`src/rtl/random_spawner_if.sv`:
```
// Spawn-descriptor handshake between the random spawner and the obstacle manager.
// The producer drives valid and payload; the consumer drives ready.
interface random_spawner_if;
    logic       spawn_valid;
    logic       spawn_ready;
    logic [1:0] spawn_lane;
    logic [3:0] spawn_gap;

    modport master (
        output spawn_valid,
        output spawn_lane,
        output spawn_gap,
        input  spawn_ready
    );

    modport slave (
        input  spawn_valid,
        input  spawn_lane,
        input  spawn_gap,
        output spawn_ready
    );
endinterface

```
`src/rtl/random_spawner.sv`:
```
// Pseudo-random obstacle generator: each slow-tick edge advances a 16-bit Galois LFSR
// and offers a (lane, gap) descriptor; spawns arriving while the consumer is busy are counted.
module random_spawner #(
    parameter logic [15:0] SEED    = 16'hACE1,
    parameter logic [15:0] TAPS    = 16'hB400,
    parameter int unsigned LANES   = 3,
    parameter logic [3:0]  GAP_MIN = 4'd2
) (
    input  logic                  clk,
    input  logic                  rst_n,
    input  logic                  tick_in,
    input  logic                  enable,
    random_spawner_if.master      spawn,
    output logic [7:0]            drop_cnt,
    output logic [15:0]           lfsr_q
);

    // An all-zero seed would park the LFSR forever, so it is swapped for 1.
    localparam logic [15:0] SEED_SAFE = (SEED == 16'h0000) ? 16'h0001 : SEED;
    localparam logic [2:0]  LANES_W   = 3'(LANES);

    typedef enum logic {
        EMPTY = 1'b0,
        FULL  = 1'b1
    } state_e;

    state_e      state_q, state_d;
    logic        tick_q;
    logic [15:0] lfsr_d;
    logic [1:0]  lane_q, lane_d;
    logic [3:0]  gap_q, gap_d;
    logic [7:0]  drop_q, drop_d;

    logic        step;
    logic [15:0] lfsr_shift;
    logic [15:0] lfsr_n;
    logic [2:0]  lane_raw;
    logic [2:0]  lane_fold;
    logic [3:0]  gap_raw;
    logic [1:0]  lane_new;
    logic [3:0]  gap_new;

    // Both edges of the divider output are events.
    assign step       = (tick_in ^ tick_q) & enable;

    assign lfsr_shift = lfsr_q[0] ? ((lfsr_q >> 1) ^ TAPS) : (lfsr_q >> 1);
    assign lfsr_n     = (lfsr_shift == 16'h0000) ? SEED_SAFE : lfsr_shift;

    assign lane_raw   = {1'b0, lfsr_n[1:0]};
    assign lane_fold  = (lane_raw >= LANES_W) ? (lane_raw - LANES_W) : lane_raw;
    assign lane_new   = lane_fold[1:0];
    assign gap_raw    = lfsr_n[7:4];
    assign gap_new    = (gap_raw < GAP_MIN) ? GAP_MIN : gap_raw;

    // NOTE: every always_comb output gets a default first so no path leaves it unassigned (no latch).
    always_comb begin
        state_d = state_q;
        lane_d  = lane_q;
        gap_d   = gap_q;
        drop_d  = drop_q;
        lfsr_d  = step ? lfsr_n : lfsr_q;

        unique case (state_q)
            EMPTY: begin
                if (step) begin
                    lane_d  = lane_new;
                    gap_d   = gap_new;
                    state_d = FULL;
                end
            end
            FULL: begin
                if (spawn.spawn_ready) begin
                    // A coinciding step refills the slot in the same edge the old one leaves.
                    if (step) begin
                        lane_d = lane_new;
                        gap_d  = gap_new;
                    end else begin
                        state_d = EMPTY;
                    end
                end else if (step && (drop_q != 8'hFF)) begin
                    drop_d = drop_q + 8'd1;
                end
            end
            default: state_d = EMPTY;
        endcase
    end

    // NOTE: sequential state uses non-blocking assignments so all registers update from pre-edge values.
    always_ff @(posedge clk or negedge rst_n) begin
        if (!rst_n) begin
            state_q <= EMPTY;
            tick_q  <= 1'b0;
            lfsr_q  <= SEED_SAFE;
            lane_q  <= 2'd0;
            gap_q   <= 4'd0;
            drop_q  <= 8'd0;
        end else begin
            state_q <= state_d;
            tick_q  <= tick_in;
            lfsr_q  <= lfsr_d;
            lane_q  <= lane_d;
            gap_q   <= gap_d;
            drop_q  <= drop_d;
        end
    end

    assign spawn.spawn_valid = (state_q == FULL);
    assign spawn.spawn_lane  = lane_q;
    assign spawn.spawn_gap   = gap_q;
    assign drop_cnt          = drop_q;

endmodule
```
`src/flat_wrapper.sv`:
```
// flat-port wrapper written by rule: the top's interface ports become plain ports
module random_spawner_flat 
#(
    parameter logic [15:0] SEED    = 16'hACE1,
    parameter logic [15:0] TAPS    = 16'hB400,
    parameter int unsigned LANES   = 3,
    parameter logic [3:0]  GAP_MIN = 4'd2
)
  (clk, rst_n, tick_in, enable, drop_cnt, lfsr_q, spawn_spawn_valid, spawn_spawn_lane, spawn_spawn_gap, spawn_spawn_ready);
  random_spawner_if spawn_i ();
  input  logic clk;
  input  logic rst_n;
  input  logic tick_in;
  input  logic enable;
  output logic [7:0] drop_cnt;
  output logic [15:0] lfsr_q;
  output wire logic [$bits(spawn_i.spawn_valid)-1:0] spawn_spawn_valid;
  output wire logic [$bits(spawn_i.spawn_lane)-1:0] spawn_spawn_lane;
  output wire logic [$bits(spawn_i.spawn_gap)-1:0] spawn_spawn_gap;
  input wire logic [$bits(spawn_i.spawn_ready)-1:0] spawn_spawn_ready;
  assign spawn_spawn_valid = spawn_i.spawn_valid;
  assign spawn_spawn_lane = spawn_i.spawn_lane;
  assign spawn_spawn_gap = spawn_i.spawn_gap;
  assign spawn_i.spawn_ready = spawn_spawn_ready;
  random_spawner #(.SEED(SEED), .TAPS(TAPS), .LANES(LANES), .GAP_MIN(GAP_MIN)) u_core (.clk(clk), .rst_n(rst_n), .tick_in(tick_in), .enable(enable), .spawn(spawn_i), .drop_cnt(drop_cnt), .lfsr_q(lfsr_q));
endmodule
```
`config.mk`:
```
export PLATFORM = sky130hd
export DESIGN_NAME = random_spawner_flat
export DESIGN_NICKNAME = d
export VERILOG_FILES = /design/src/rtl/random_spawner_if.sv /design/src/rtl/random_spawner.sv /design/src/flat_wrapper.sv
export SDC_FILE = /design/constraint.sdc
export NUM_CORES = 1
export LEC_CHECK = 0
export ABC_AREA = 1
export CORE_UTILIZATION = 40
export DETAILED_ROUTE_END_ITERATION = 10
export HOLD_SLACK_MARGIN = 0.08
export PLACE_DENSITY_LB_ADDON = 0.15
export SYNTH_ARGS = -nofsm -noshare
export SYNTH_HDL_FRONTEND = slang
export SYNTH_SLANG_ARGS = --single-unit
export TNS_END_PERCENT = 50
```
`constraint.sdc`:
```
create_clock -name clk -period 1.4 [get_ports clk]
set_clock_uncertainty 0.15 [all_clocks]
set_input_delay 0.28 -clock clk [delete_from_list [all_inputs] [get_ports clk]]
set_output_delay 0.28 -clock clk [all_outputs]
set_load 0.05 [all_outputs]
```
==> key figures <==
Status
  – Failing checks: setup timing
  – Status: complete, but fails checks

Detailed routing
  – Drt initial violations: 61
  – # DRC: 0
  – Vias: 1529
  – Wire length after detailed routing: 4710 um
  – TritonRoute pass-1 iters: 4
  – WL per Instance: 15.44 um
  – Post-DR vias/cell: 5.013
  – ANT nets after route: 0

Yosys
  – Top FF cell, synth: dfrtp_1
  – Synth Area in Adders: 0.008306
  – Compound-gate portion of the synthesized area: 0.09635
  – Mux cell area share after synthesis: 0
  – Top cells by area, synth: dfrtp_1 40%, dfstp_2 14%, nand2_1 12%
  – Post-synthesis simple-gate area fraction: 0.2517
  – Sequential-to-total area share from yosys stat: 0.5382
  – Synth top cells by count: 49 x nand2_1, 24 x dfrtp_1, 22 x nor2_1
  – Yosys warning count: 0
  – Xor and xnor area share after synthesis: 0.03488
  – Top-count cell post-synth: nand2_1
  – Largest area contributor in the netlist: dfrtp_1
  – Synthesized Nets: 182
  – Post-synth top area share: 0.3987
  – Mapped Cells: 176
  – FFs w/ async S/R, synth: 1.000
  – Largest family of logic cells by synthesized area: simple AND/OR/NAND/NOR gates
  – Mapped Area: 1506 um^2
  – Post-synthesis register bit count: 32
  – Post-synth EDFFs: 0
  – Unique cell type count in the Yosys netlist: 26
  – Mean Syn Cell Area: 8.559 um^2

Clocking
  – CTS Buffer Depth: 2
  – TritonCTS buffer count: 5
  – Root Driver: clkbuf_8
  – Sink Count: 32
  – H-tree levels: 2
  – Worst-Skew Late Latency: 0.29 ns
  – Worst-path clk slew: 0.07 ns
  – CTS tree: yes

Placement
  – Buffers on Ports: 35
  – Hpwl dp: 2835 um
  – DP Area: 2511 um^2
  – Routability Congestion: 0.7979

Power
  – PD cells: 2018 nW/um^2
  – Max IR drop VDD: 1.142 mV
  – Switching part of the total: 0.4190
  – Register share of total power: 0.260
  – Design Power: 5.879 mW
  – Logic pwr share: 0.624
  – Pleak: 1.331 nW
  – Clk pwr share: 0.116
  – P_int: 3.416 mW
  – Net Sw Power: 2.463 mW

Timing
  – Peak Freq: 609.3 MHz
  – Final-report max-slew violation count: 0
  – RSZ-0062 raised after global routing: true
  – Post-route setup slack: -0.2412 ns
  – Period minus WS final: 1.641 ns
  – Fin crit share: 1.172
  – Slew headroom: 0.8389
  – Count of final hold-check violations: 0
  – Worst slew pin tran: 0.2408 ns
  – # setup viols final: 29

Global route
  – GRT Total Usage: 0.2382
  – Initial antenna violation count: 0
  – Vias in the first global route: 1556
  – First-pass GRT wire length: 7231 um
  – Pin count of the biggest net entering global routing: 33
  – Global route total overflow: 0

Setup path
  – Crit-path max FO: 6
  – Critical Path RT: 0.97 ns
  – Worst path arrival time: 1.21 ns
  – Critical path launch point type: flip-flop
  – Setup crit end kind: primary output
  – Setup CP Type: reg2out

Floorplanning
  – Core area: 3468 um^2
  – I/O pin cnt: 36
  – DIE AREA: 4016 um^2
  – Initial Util: 0.4343
  – Die Wd: 63.37 um
  – Die Ht: 63.37 um
  – Cell Rows: 21

Min path
  – Hold crit path type: in2reg

Job
  – MaxCap Viol Count: 0

Finish
  – Final #Nets: 264
  – Final Cell Area: 2913 um^2
  – Number of diodes: 0
  – Area Growth Syn to Fin: 93.36%
  – Final Util: 0.8398
  – Layout cell share with drive strength beyond 1: 0.5174
==> critical path, stage by stage, from the launching register on <==
cell     delay, ns
dfstp_4       0.68
buf_6         0.12
buf_12        0.12
==> power groups by stage <==
stage / Combinational (mW) / Clock (mW) / Sequential, mW
final: 3.67 / 0.684 / 1.53
after detailed placement: 3.16 / 0 / 1.48
after floorplan: 0.525 / 0 / 2.37
after global placement: 3.12 / 0 / 1.46
after global routing: 3.84 / 0.734 / 1.55
after CTS: 3.40 / 0.698 / 1.50
==> through the flow <==
| step | hold slack [ns] | worst slack (ns) | std cells | setup TNS [ns] |
|---|---|---|---|---|
| floorplan | -0.1656 | -0.1647 | 176 | -2.766 |
| global placement | 0.3765 | -0.3734 | 288 | -7.755 |
| detailed placement | 0.3829 | -0.4625 | 288 | -9.838 |
| CTS | 0.1207 | -0.2132 | 302 | -3.565 |
| global route | 0.1239 | -0.3446 | 305 | -5.735 |
| finish | 0.1233 | -0.2412 | 305 | -3.958 |
==> layer usage <==
| layer | routed length [um] | part of all wire | global-route usage | up-vias |
|---|---|---|---|---|
| li1 | - | - | - | 719 |
| met2 | 2437 | 0.52 | 0.3856 | 40 |
| met5 | 0 | 0 | 0 | - |
| met3 | 182 | 0.039 | 0.05797 | 13 |
| met1 | 1982 | 0.42 | 0.2834 | 757 |
| met4 | 107 | 0.023 | 0.1449 | 0 |
==> final timing paths <==
kind	from	to	slack (ns)	cells after the start
worst max register to register	u_core.lfsr_q[0]	u_core.lfsr_q[10]	-0.24	7
max in group asynchronous	rst_n	u_core.lfsr_q[5]	0.64	2
worst min-delay path	tick_in	u_core.tick_q	0.12	1
min in group asynchronous	rst_n	u_core.lfsr_q[1]	0.22	2
worst max-delay path	u_core.lfsr_q[0]	lfsr_q[0]	-0.24	2
worst min register to register	u_core.spawn.spawn_gap[0]	u_core.spawn.spawn_gap[0]	0.42	2
==> logic make-up (layout without fill, tap and decap cells) <==
group | Yosys count | after routing
adder cells (fa/ha/maj) | 1 | 1
AND/OR/NAND/NOR | 89 | 89
AO/OA/AOI/OAI | 23 | 23
buffers and inverters | 25 | 108
XOR/XNOR | 6 | 6
flip-flops | 32 | 32
==> flip-flops by register name, summed over array words and instances, names as in the netlist <==
signal                    count
u_core.lfsr_q                16
u_core.drop_cnt               8
u_core.spawn.spawn_gap        4
u_core.spawn.spawn_lane       2
u_core.spawn.spawn_valid      1
u_core.tick_q                 1
==> what timing repair did <==
item | CTS | global route
gates resized for setup | 38 | 26
hold endpoints to repair | 0 | 0
hold buffers | 0 | 0
cloned | 0 | 0
setup buffers | 6 | 5
setup endpoints to repair | 43 | 51
pin swaps | 5 | 6
==> layout by cell type, fill, tap and decap left out, types with 8 or more instances in the layout <==
master and instances:
nand2_1 38, buf_12 32, buf_6 28, nor2_1 20, inv_1 16, dfrtp_1 16, buf_4 15, o21ai_0 9
nand2_2 8, dfrtp_2 8
==> final cells by class <==
type                            instances  area, um^2
Clock buffer                            8       80.08
Timing Repair Buffer                   79        1106
Inverter                               21       88.84
Fill cell                             186       555.5
Sequential cell                        32       824.5
Multi-Input combinational cell        119       755.7
Tap cell                               46       57.56
(Power assumes the default switching activity.)
